`src/rtl/sparc_pkg.sv`:
```
// sparc_pkg: shared fetch types and constants for the SPARC fetch path.
package sparc_pkg;
  typedef enum logic [1:0] {IDLE, REQ, HOLD, HALT} fetch_state_t;
  localparam logic [31:0] WORD_BYTES = 32'd4;
  localparam logic [31:0] NOP_INSTR = 32'h0100_0000;
  localparam logic [31:0] RESET_VEC_DEFAULT = 32'h0000_0000;
endpackage

```
`src/rtl/fetch_sequencer_if.sv`:
```
// fetch_sequencer_if: imem req/ack, decode valid/ready and redirect signals of the fetch sequencer.
interface fetch_sequencer_if;
  logic        imem_req;
  logic [31:0] imem_addr;
  logic        imem_ack;
  logic [31:0] imem_rdata;
  logic        instr_valid;
  logic        instr_ready;
  logic [31:0] instr;
  logic [31:0] instr_pc;
  logic        br_valid;
  logic [31:0] br_target;
  logic        br_annul;
  logic        fetch_err;
  modport master (
    output imem_req, imem_addr, instr_valid, instr, instr_pc, fetch_err,
    input  imem_ack, imem_rdata, instr_ready, br_valid, br_target, br_annul
  );
  modport slave (
    input  imem_req, imem_addr, instr_valid, instr, instr_pc, fetch_err,
    output imem_ack, imem_rdata, instr_ready, br_valid, br_target, br_annul
  );
endinterface

```
`src/rtl/fetch_timeout_ctr.sv`:
```
// fetch_timeout_ctr: clear/enable wait counter with a registered expired flag at TIMEOUT.
module fetch_timeout_ctr #(
  parameter int TIMEOUT = 16
) (
  input  logic clk,
  input  logic reset,
  input  logic i_clr,
  input  logic i_en,
  output logic o_expired
);
  localparam int W = $clog2(TIMEOUT + 1);
  logic [W-1:0] r_cnt;
  logic         r_expired;
  always_ff @(posedge clk) begin
    if (reset || i_clr) begin
      r_cnt     <= '0;
      r_expired <= 1'b0;
    end else if (i_en) begin
      r_cnt     <= r_cnt + W'(1);
      r_expired <= r_cnt == W'(TIMEOUT - 1);
    end
  end
  assign o_expired = r_expired;
endmodule

```
`src/rtl/fetch_sequencer.sv`:
```
// fetch_sequencer: PC/nPC owner issuing imem reads and presenting words to decode.
// Optional SPARC_ANNUL_EN squashes an annulled delay slot instead of presenting it.
module fetch_sequencer
  import sparc_pkg::*;
#(
  parameter logic [31:0] RESET_VEC = RESET_VEC_DEFAULT,
  parameter int          TIMEOUT   = 16
) (
  input logic clk,
  input logic reset,
  fetch_sequencer_if.master bus
);
  fetch_state_t r_state;
  logic [31:0]  r_pc, r_npc, r_instr, r_instr_pc;
  logic         r_req, r_valid, r_err, r_squash;
  logic         w_expired, w_squash_next, w_unused_tgt;
  logic [31:0]  w_target;
  assign w_target     = {bus.br_target[31:2], 2'b00};
  assign w_unused_tgt = ^bus.br_target[1:0];
`ifdef SPARC_ANNUL_EN
  assign w_squash_next = bus.br_valid & bus.br_annul;
`else
  logic w_unused_annul;
  assign w_unused_annul = bus.br_annul;
  assign w_squash_next  = 1'b0;
`endif
  fetch_timeout_ctr #(.TIMEOUT(TIMEOUT)) u_ctr (
    .clk       (clk),
    .reset     (reset),
    .i_clr     (r_state != REQ || bus.imem_ack),
    .i_en      (r_state == REQ),
    .o_expired (w_expired)
  );
  always_ff @(posedge clk) begin
    if (reset) begin
      r_state    <= IDLE;
      r_pc       <= RESET_VEC;
      r_npc      <= RESET_VEC + WORD_BYTES;
      r_instr    <= '0;
      r_instr_pc <= '0;
      r_req      <= 1'b0;
      r_valid    <= 1'b0;
      r_err      <= 1'b0;
      r_squash   <= 1'b0;
    end else begin
      case (r_state)
        IDLE: begin
          r_state <= REQ;
          r_req   <= 1'b1;
        end
        REQ: begin
          if (bus.imem_ack) begin
            // a squashed delay slot still advances PC but goes straight to the next fetch
            r_instr    <= bus.imem_rdata;
            r_instr_pc <= r_pc;
            r_pc       <= r_npc;
            r_npc      <= r_npc + WORD_BYTES;
            r_squash   <= 1'b0;
            r_state    <= r_squash ? REQ : HOLD;
            r_req      <= r_squash;
            r_valid    <= !r_squash;
          end else if (w_expired) begin
            r_err   <= 1'b1;
            r_state <= HALT;
            r_req   <= 1'b0;
          end
        end
        HOLD: begin
          if (bus.instr_ready) begin
            r_state  <= REQ;
            r_req    <= 1'b1;
            r_valid  <= 1'b0;
            r_squash <= w_squash_next;
            if (bus.br_valid) r_npc <= w_target;
          end
        end
        default: begin
          r_req   <= 1'b0;
          r_valid <= 1'b0;
        end
      endcase
    end
  end
  assign bus.imem_req    = r_req;
  assign bus.imem_addr   = r_pc;
  assign bus.instr_valid = r_valid;
  assign bus.instr       = r_instr;
  assign bus.instr_pc    = r_instr_pc;
  assign bus.fetch_err   = r_err;
endmodule
```
`src/flat_wrapper.sv`:
```
// flat-port wrapper written by rule: the top's interface ports become plain ports
module fetch_sequencer_flat import sparc_pkg::*;
#(
  parameter logic [31:0] RESET_VEC = RESET_VEC_DEFAULT,
  parameter int          TIMEOUT   = 16
)
  (clk, reset, bus_imem_req, bus_imem_addr, bus_instr_valid, bus_instr, bus_instr_pc, bus_fetch_err, bus_imem_ack, bus_imem_rdata, bus_instr_ready, bus_br_valid, bus_br_target, bus_br_annul);
  fetch_sequencer_if bus_i ();
  input logic clk;
  input logic reset;
  output wire logic [$bits(bus_i.imem_req)-1:0] bus_imem_req;
  output wire logic [$bits(bus_i.imem_addr)-1:0] bus_imem_addr;
  output wire logic [$bits(bus_i.instr_valid)-1:0] bus_instr_valid;
  output wire logic [$bits(bus_i.instr)-1:0] bus_instr;
  output wire logic [$bits(bus_i.instr_pc)-1:0] bus_instr_pc;
  output wire logic [$bits(bus_i.fetch_err)-1:0] bus_fetch_err;
  input wire logic [$bits(bus_i.imem_ack)-1:0] bus_imem_ack;
  input wire logic [$bits(bus_i.imem_rdata)-1:0] bus_imem_rdata;
  input wire logic [$bits(bus_i.instr_ready)-1:0] bus_instr_ready;
  input wire logic [$bits(bus_i.br_valid)-1:0] bus_br_valid;
  input wire logic [$bits(bus_i.br_target)-1:0] bus_br_target;
  input wire logic [$bits(bus_i.br_annul)-1:0] bus_br_annul;
  assign bus_imem_req = bus_i.imem_req;
  assign bus_imem_addr = bus_i.imem_addr;
  assign bus_instr_valid = bus_i.instr_valid;
  assign bus_instr = bus_i.instr;
  assign bus_instr_pc = bus_i.instr_pc;
  assign bus_fetch_err = bus_i.fetch_err;
  assign bus_i.imem_ack = bus_imem_ack;
  assign bus_i.imem_rdata = bus_imem_rdata;
  assign bus_i.instr_ready = bus_instr_ready;
  assign bus_i.br_valid = bus_br_valid;
  assign bus_i.br_target = bus_br_target;
  assign bus_i.br_annul = bus_br_annul;
  fetch_sequencer #(.RESET_VEC(RESET_VEC), .TIMEOUT(TIMEOUT)) u_core (.clk(clk), .reset(reset), .bus(bus_i));
endmodule
```
`config.mk`:
```
export PLATFORM = sky130hd
export DESIGN_NAME = fetch_sequencer_flat
export DESIGN_NICKNAME = d
export VERILOG_FILES = /design/src/rtl/sparc_pkg.sv /design/src/rtl/fetch_sequencer_if.sv /design/src/rtl/fetch_timeout_ctr.sv /design/src/rtl/fetch_sequencer.sv /design/src/flat_wrapper.sv
export SDC_FILE = /design/constraint.sdc
export NUM_CORES = 1
export LEC_CHECK = 0
export ABC_AREA = 1
export CAP_MARGIN = 20
export CORE_MARGIN = 1
export CORE_UTILIZATION = 49
export CTS_BUF_LIST = sky130_fd_sc_hd__clkbuf_8
export DETAILED_ROUTE_END_ITERATION = 7
export GPL_TIMING_DRIVEN = 0
export PLACE_DENSITY = 0.82
export SLEW_MARGIN = 15
export SYNTH_ARGS = -nofsm -noshare
export SYNTH_HDL_FRONTEND = slang
export SYNTH_SLANG_ARGS = --single-unit
```
`constraint.sdc`:
```
create_clock -name clk -period 1.8 [get_ports clk]
set_input_delay 0.54 -clock clk [delete_from_list [all_inputs] [get_ports clk]]
set_output_delay 0.54 -clock clk [all_outputs]
set_load 0.01 [all_outputs]
```
==> results of run 1 <==
-- per-layer routing --
layer / vias to the layer above / share of wire, % / GRT usage, %
li1: 3098 / - / -
met1: 2814 / 44 / 36.2
met2: 237 / 47 / 47.6
met3: 36 / 6.9 / 6.91
met4: 0 / 2.5 / 13.2
met5: - / 0 / 0
-- power breakdown --
part / switching, mW / internal [mW] / leakage [nW]
combinational: 0.677 / 0.520 / 2.42
clock: 1.22 / 1.12 / 0.198
sequential: 0.153 / 3.15 / 1.09
total: 2.05 / 4.79 / 3.71
-- through the flow --
step	cell area (µm²)	hold slack [ns]	util (%)	worst slack, ns
after floorplan	5880	0.417	-	0.286
after global placement	7660	0.434	66.2	-0.269
after detailed placement	7660	0.440	66.2	-0.284
after CTS	7910	0.450	68.4	0.0230
after global routing	7960	0.482	68.8	-0.0155
final	7960	0.452	68.8	0.0887
-- Yosys cell counts --
master,n
nand2_1,164
nor2_2,4
nor3_1,1
o21bai_1,1
buf_4,11
conb_1,1
nand3_1,31
buf_6,3
o21ai_2,1
nand3b_1,1
xnor2_1,2
clkbuf_1,21
nor2_8,2
a22o_1,1
nor2_1,239
and2_1,2
o21ai_0,110
o31ai_1,2
inv_4,1
inv_1,41
nor2_4,1
nand4_1,1
o21ai_1,6
inv_2,4
ha_1,3
buf_2,14
nand2_2,3
a21oi_1,49
nand3_4,1
dfxtp_1,133
a31oi_1,3
xor2_1,1
-- path summary, 6_finish.rpt --
path	cells past startpoint	start	end	slack (ns)
worst max register to register	10	u_core.r_npc[2]	u_core.r_npc[22]	0.09
worst max-delay path	10	u_core.r_npc[2]	u_core.r_npc[22]	0.09
worst min-delay path	1	u_core.u_ctr.r_cnt[0]	u_core.u_ctr.r_cnt[0]	0.45
worst min register to register	1	u_core.u_ctr.r_cnt[0]	u_core.u_ctr.r_cnt[0]	0.45
-- sequential cells by signal (all words and copies together), names as in the netlist --
| register | flops |
|---|---|
| u_core.bus.instr_pc | 30 |
| u_core.bus.instr | 32 |
| u_core.u_ctr.r_cnt | 5 |
| u_core.bus.imem_req | 1 |
| u_core.r_npc | 30 |
| u_core.bus.instr_valid | 1 |
| u_core.r_state | 2 |
| u_core.bus.fetch_err | 1 |
| u_core.u_ctr.o_expired | 1 |
| u_core.bus.imem_addr | 30 |
-- cell families after synthesis --
family	after synthesis
DFF	133
AOI/OAI and AO/OA	173
adders and majority gates	3
buffers and inverters	95
other	1
xor gates and xnor gates	3
and+or+nand+nor	450
-- layout make-up --
class | instances | area [µm²]
fill | 1051 | 3610
multi-input combinational | 633 | 2820
sequential | 133 | 2670
timing repair buffer | 161 | 1490
buffer | 49 | 268
clock buffer | 18 | 248
tap | 143 | 179
inverter | 46 | 175
clock inverter | 14 | 115
-- what timing repair did --
action,CTS,global route
gates resized for setup,98,15
pin swaps,0,2
cloned,0,0
buffers inserted,0,1
endpoints found under the setup margin,101,36
==> impl_metrics.csv, run 1 <==
group,metric,value,unit
synth,synth_top_family_by_area,"simple AND/OR/NAND/NOR gates",
routing,drt-pass1-iter-count,8,
timing,relSlewSlack,57.3,%
hold_path,hold_class,"flip-flop to flip-flop",
synth,synth_compound_area_share,15.1,%
cells_and_area,layout-drive-gt1-share,7.97,%
timing,finalHoldViolCount,0,
critical_path,crit_fanout,6,
routing,final_antenna_net_count,0,
cells_and_area,num_antenna_cells,0,
critical_path,crit_path_start_kind,"flip-flop",
synth,muxShareOfSynthArea,0,%
die,coreArea,11600,µm²
pwr,p_per_area,859,nW/µm²
critical_path,critPathMaxStageDelay,0.39,ns
cts,clock_latency,0.45,ns
synth,synth_simple_gate_area_share,30.9,%
synth,yosysTopAreaCellShare,45.4,%
run_status,violations,"design-rule violations",
critical_path,crit_top_cell,"nand2_1",
die,io_pins,169,
synth,synth_area_per_cell,6.84,µm²
synth,ys_warn_count,0,
die,die_y,111,µm
cts,cts_max_path_buffers,2,
cells_and_area,finalNetCount,1114,
grt,gr-usage-all-layers,29.0,%
synth,yosysTopAreaCell,"dfxtp_1",
timing,fin_skew,0.0124,ns
synth,ys_seq_area_share,45.4,%
placed_design,port_buffers,160,
cells_and_area,final_cells,1197,
routing,viasPerCell,5.17,
placed_design,dp_hpwl,13000,µm
grt,grt_pass1_wl,28300,µm
pwr,cellLeakagePower,3.71,nW
critical_path,slowest_stage,"dfxtp_2",
cells_and_area,mostFrequentLayoutCells,"235 x nor2_1, 163 x nand2_1, 130 x dfxtp_1",
synth,syn_area,5870,µm²
timing,min_period_over_period,95.1,%
timing,slew_violations,0,
critical_path,cp.required,2.12,ns
cts,cts_made_buffers,17,
placed_design,dp.cells,1164,
grt,antenna_found_initial,0,
pwr,peakVddDrop,0.521,mV
cts,root_buffer,"clkbuf_8",
die,rows,39,
timing,setup_tns,0,ns
timing,setup_viol,0,
critical_path,endpoint_kind,"flip-flop",
cts,clk_pin_slew_worst_paths,0.07,ns
die,dieArea,12400,µm²
pwr,power.total,6.84,mW
critical_path,critical_path_buf_inv_count,0,
grt,grt_max_degree,17,
placed_design,gp_congestion,0.943,
routing,wl_per_cell,14.6,µm
synth,syn_inst,858,
timing,worst_pin_slew,0.640,ns
routing,drt_iter0_drc,524,
synth,synth_xor_area_share,0.448,%
die,initial_core_util,50.7,%
run,drv_cap,0,
synth,ys_ff_latch,133,
grt,overflow,0,
timing,min_period,1.71,ns
critical_path,crit_chain,"ha_1 -> nand2_1 -> nor2_4 -> nand2_1 -> nor2_4 -> nand2_1 -> nand2_1 -> nand3_1 -> nand2_1 -> a21oi_1",
routing,drc,18,
critical_path,crit_family,"simple AND/OR/NAND/NOR gates",
die,die_w,111,µm
cts,cts.htree.levels,4,
routing,vias,6185,
cts,hold_buffers,0,
cts,cts_tree,"yes",
critical_path,path_class,"flip-flop to flip-flop",
grt,grt_pass1_vias,5807,
synth,synth_area_leaders,"dfxtp_1 45%, nor2_1 15%, nand2_1 10%",
critical_path,arrival,2.03,ns
routing,wirelength,17500,µm
cells_and_area,layout_commonest_cell,"nor2_1",
synth,yosysUniqueCellTypes,32,
timing,timing.fmax,0.584,GHz
cts,clock_sinks,133,
cells_and_area,area_growth,35.7,%
synth,synthAdderAreaFrac,0.640,%
run_status,outcome,"finished, violations left",
Note: power is estimated with default switching activity, not from simulation.
==> run 2: changes to the inputs <==
--- a/config.mk
+++ b/config.mk
@@ -5,14 +5,16 @@
 export SDC_FILE = /design/constraint.sdc
 export NUM_CORES = 1
 export LEC_CHECK = 0
-export ABC_AREA = 1
+export ABC_AREA = 0
 export CAP_MARGIN = 20
+export CELL_PAD_IN_SITES_DETAIL_PLACEMENT = 1
+export CELL_PAD_IN_SITES_GLOBAL_PLACEMENT = 2
 export CORE_MARGIN = 1
-export CORE_UTILIZATION = 49
+export CORE_UTILIZATION = 27
 export CTS_BUF_LIST = sky130_fd_sc_hd__clkbuf_8
 export DETAILED_ROUTE_END_ITERATION = 7
 export GPL_TIMING_DRIVEN = 0
-export PLACE_DENSITY = 0.82
+export PLACE_DENSITY_LB_ADDON = 0.1
 export SLEW_MARGIN = 15
 export SYNTH_ARGS = -nofsm -noshare
 export SYNTH_HDL_FRONTEND = slang
==> run 2 against run 1 <==
  * The flow finishes with violations (negative setup slack)
  * First-iteration DRC count decreased by 57%
  * Worst setup slack lost 0.18 ns
  * Maximum frequency down 9.6%
  * Clock-buffer cell count is 1 lower
  * Routed wire length rose by 21%
  * Utilization shrank 28 points
  * Power is 2.9% lower
  * Critical path depth down 4
  * Via count is 4.3% lower
  * Largest power group unchanged
==> impl_metrics.csv, run 2 <==
group,metric,value,unit
run_status,outcome,"finished, violations left",
run_status,violations,"negative setup slack",
routing,drt_iter0_drc,225,
timing,rsz0062_at_grt,"true",
routing,drc,0,
pwr,p_per_area,798,nW/µm²
synth,synth_xor_area_share,0.157,%
synth,synth_compound_area_share,18.3,%
cts,cts.htree.levels,4,
synth,synth_top_family_by_area,"simple AND/OR/NAND/NOR gates",
cells_and_area,num_antenna_cells,0,
die,die_y,146,µm
timing,finalHoldViolCount,0,
cts,root_buffer,"clkbuf_8",
synth,synthTopCellsByCount,"214 x nand2_1, 133 x dfxtp_1, 116 x a21oi_1, 44 x clkbuf_1",
timing,min_period_over_period,105,%
cts,cts_made_buffers,17,
cells_and_area,finalNetCount,1001,
run,drv_cap,0,
die,die_w,146,µm
die,initial_core_util,27.5,%
cts,cts_max_path_buffers,2,
cts,hold_buffers,0,
timing,timing.fmax,0.528,GHz
cts,cts_tree,"yes",
synth,yosysTopAreaCellShare,47.9,%
grt,gr-usage-all-layers,20.4,%
critical_path,r2r_setup_slack,-0.09,ns
synth,synth_area_per_cell,7.69,µm²
synth,synth_ff_type,"dfxtp_1",
routing,wirelength,21200,µm
critical_path,r2r_cells,6,
critical_path,critical_path_buf_inv_count,0,
pwr,power.total,6.64,mW
cts,clock_latency,0.45,ns
critical_path,crit_path_start_kind,"flip-flop",
synth,syn_area,5560,µm²
placed_design,place_area,7540,µm²
synth,synth_area_leaders,"dfxtp_1 48%, nand2_1 14%, a21oi_1 10%",
cells_and_area,mostFrequentLayoutCells,"212 x nand2_1, 114 x a21oi_1, 112 x dfxtp_1",
routing,drt-pass1-iter-count,4,
hold_path,hold_class,"flip-flop to flip-flop",
synth,ys_ff_latch,133,
critical_path,crit_fanout,4,
synth,ys_warn_count,0,
pwr,cellLeakagePower,3.40,nW
critical_path,critPathMaxStageDelay,0.50,ns
placed_design,port_buffers,161,
die,rows,52,
synth,muxShareOfSynthArea,0.180,%
timing,min_period,1.89,ns
routing,final_antenna_net_count,0,
critical_path,crit_chain,"ha_4 -> nand3_4 -> nor4_4 -> nand4_2 -> or4_1 -> o211ai_1",
timing,worst_pin_slew,0.650,ns
cells_and_area,layout-drive-gt1-share,15.9,%
grt,grt_pass1_vias,6139,
grt,grt_pass1_wl,33800,µm
cts,clock_sinks,133,
die,coreArea,20200,µm²
critical_path,slowest_stage,"or4_1",
cells_and_area,layout_commonest_cell,"nand2_1",
synth,synthArstFlopShare,0,%
pwr,peakVddDrop,0.424,mV
synth,syn_inst,723,
synth,ys_seq_area_share,47.9,%
critical_path,cp.required,2.16,ns
die,dieArea,21200,µm²
grt,overflow,0,
routing,viasPerCell,4.89,
timing,fin_skew,0.0109,ns
placed_design,post-place-ws,-1.35,ns
placed_design,dp_hpwl,15700,µm
synth,yosysTopAreaCell,"dfxtp_1",
timing,holdWs,0.457,ns
timing,relSlewSlack,56.7,%
critical_path,endpoint_kind,"flip-flop",
critical_path,path_class,"flip-flop to flip-flop",
cells_and_area,area_growth,49.7,%
cts,clk_pin_slew_worst_paths,0.09,ns
grt,grt_max_degree,17,
synth,synth_edf_count,0,
synth,yosysMostFrequentCell,"nand2_1",
routing,vias,5918,
placed_design,gp_congestion,0.793,
critical_path,r2r_end,"u_core.r_npc[28]",
synth,synthAdderAreaFrac,0.675,%
critical_path,arrival,2.25,ns
critical_path,crit_end,"u_core.r_npc[28]",
cells_and_area,final_area,8320,µm²
cells_and_area,fillers,2468,
critical_path,crit_path_start,"u_core.r_npc[2]",
routing,wl_per_cell,17.5,µm
critical_path,reg2reg_from,"u_core.r_npc[2]",
synth,synth_simple_gate_area_share,27.9,%
cells_and_area,largest_reg_flops,32,
critical_path,worst-path-stages,6,
timing,layout_setup_ws,-0.0929,ns
synth,yosysUniqueCellTypes,51,
die,io_pins,169,
critical_path,crit_family,"simple AND/OR/NAND/NOR gates",
timing,slew_violations,0,
timing,setup_viol,3,
grt,antenna_found_initial,0,
-- run 2: cell count changes after synthesis, sizes merged, moves of 8 or more --
cell,delta
a21o,+8
a21oi,+67
and3,+8
buf,-16
clkbuf,+23
inv,-36
nand2,+47
nand4,+10
nor2,-216
nor3,+9
o21ai,-100
or3,+8
-- run 2: worst min-delay path by stage --
| stage | to | depth (start not counted) | slack [ns] | startpoint |
|---|---|---|---|---|
| floorplan | u_core.u_ctr.r_cnt[0] | 1 | 0.42 | u_core.u_ctr.r_cnt[0] |
| global placement | u_core.u_ctr.r_cnt[0] | 1 | 0.43 | u_core.u_ctr.r_cnt[0] |
| detailed placement | u_core.bus.instr[28] | 2 | 0.45 | u_core.bus.instr[28] |
| CTS | u_core.bus.instr[28] | 2 | 0.46 | u_core.bus.instr[28] |
| global route | u_core.bus.instr[7] | 2 | 0.48 | u_core.bus.instr[7] |
| finish | u_core.bus.instr[28] | 2 | 0.46 | u_core.bus.instr[28] |
-- run 2: where the power goes --
part	internal (mW)	switching, mW
registers	3.03	0.106
clock network	1.38	1.29
logic	0.382	0.447
-- run 2: layout make-up --
class,count,area [µm²],share of cell area [%]
flip-flops and latches,133,2710,32.5
multi-input cells,527,2790,33.5
repair buffers,187,1720,20.6
well taps,270,338,4.06
clock buffers,17,234,2.81
inverters,10,37.5,0.451
clock inverters,15,180,2.16
plain buffers,52,322,3.86
-- run 2: logic make-up (layout without fill, tap and decap cells) --
logic type      Yosys count  in the layout
simple gates            341            341
compound gates          177            177
flops                   133            133
buf+inv                  66            281
fa+ha+maj                 3              3
other cells               1              4
xor+xnor                  1              1
mux                       1              1
-- run 2: routing by layer --
metal	share of wire (%)	vias to the layer above	track usage [%]	wire [µm]
met5	0	-	0	0
met4	1.5	0	5.79	312
met3	4.5	25	4.36	952
met2	49	143	34.7	10300
met1	45	2853	26.0	9650
li1	-	2897	-	-
-- run 2: repair_timing --
item	4_1_cts	5_1_grt
resized for setup	189	32
endpoints found under the setup margin	222	103
buffers inserted	20	6
endpoints found under the hold margin	0	0
pin swaps	14	10
-- run 2: tightest hold or removal path, stage by stage, from the launching register on --
cell and delay (ns):
dfxtp_1 0.31, nand2_1 0.05, a21oi_1 0.05
-- run 2: per-stage QoR --
| stage | TNS (ns) | cells | utilization [%] |
|---|---|---|---|
| after floorplan | -0.0593 | 726 | - |
| after global placement | -139.64 | 1157 | 37.2 |
| after detailed placement | -144.24 | 1157 | 37.2 |
| after CTS | -0.122 | 1207 | 40.5 |
| after global routing | -0.379 | 1211 | 41.1 |
| final | -0.113 | 1211 | 41.1 |
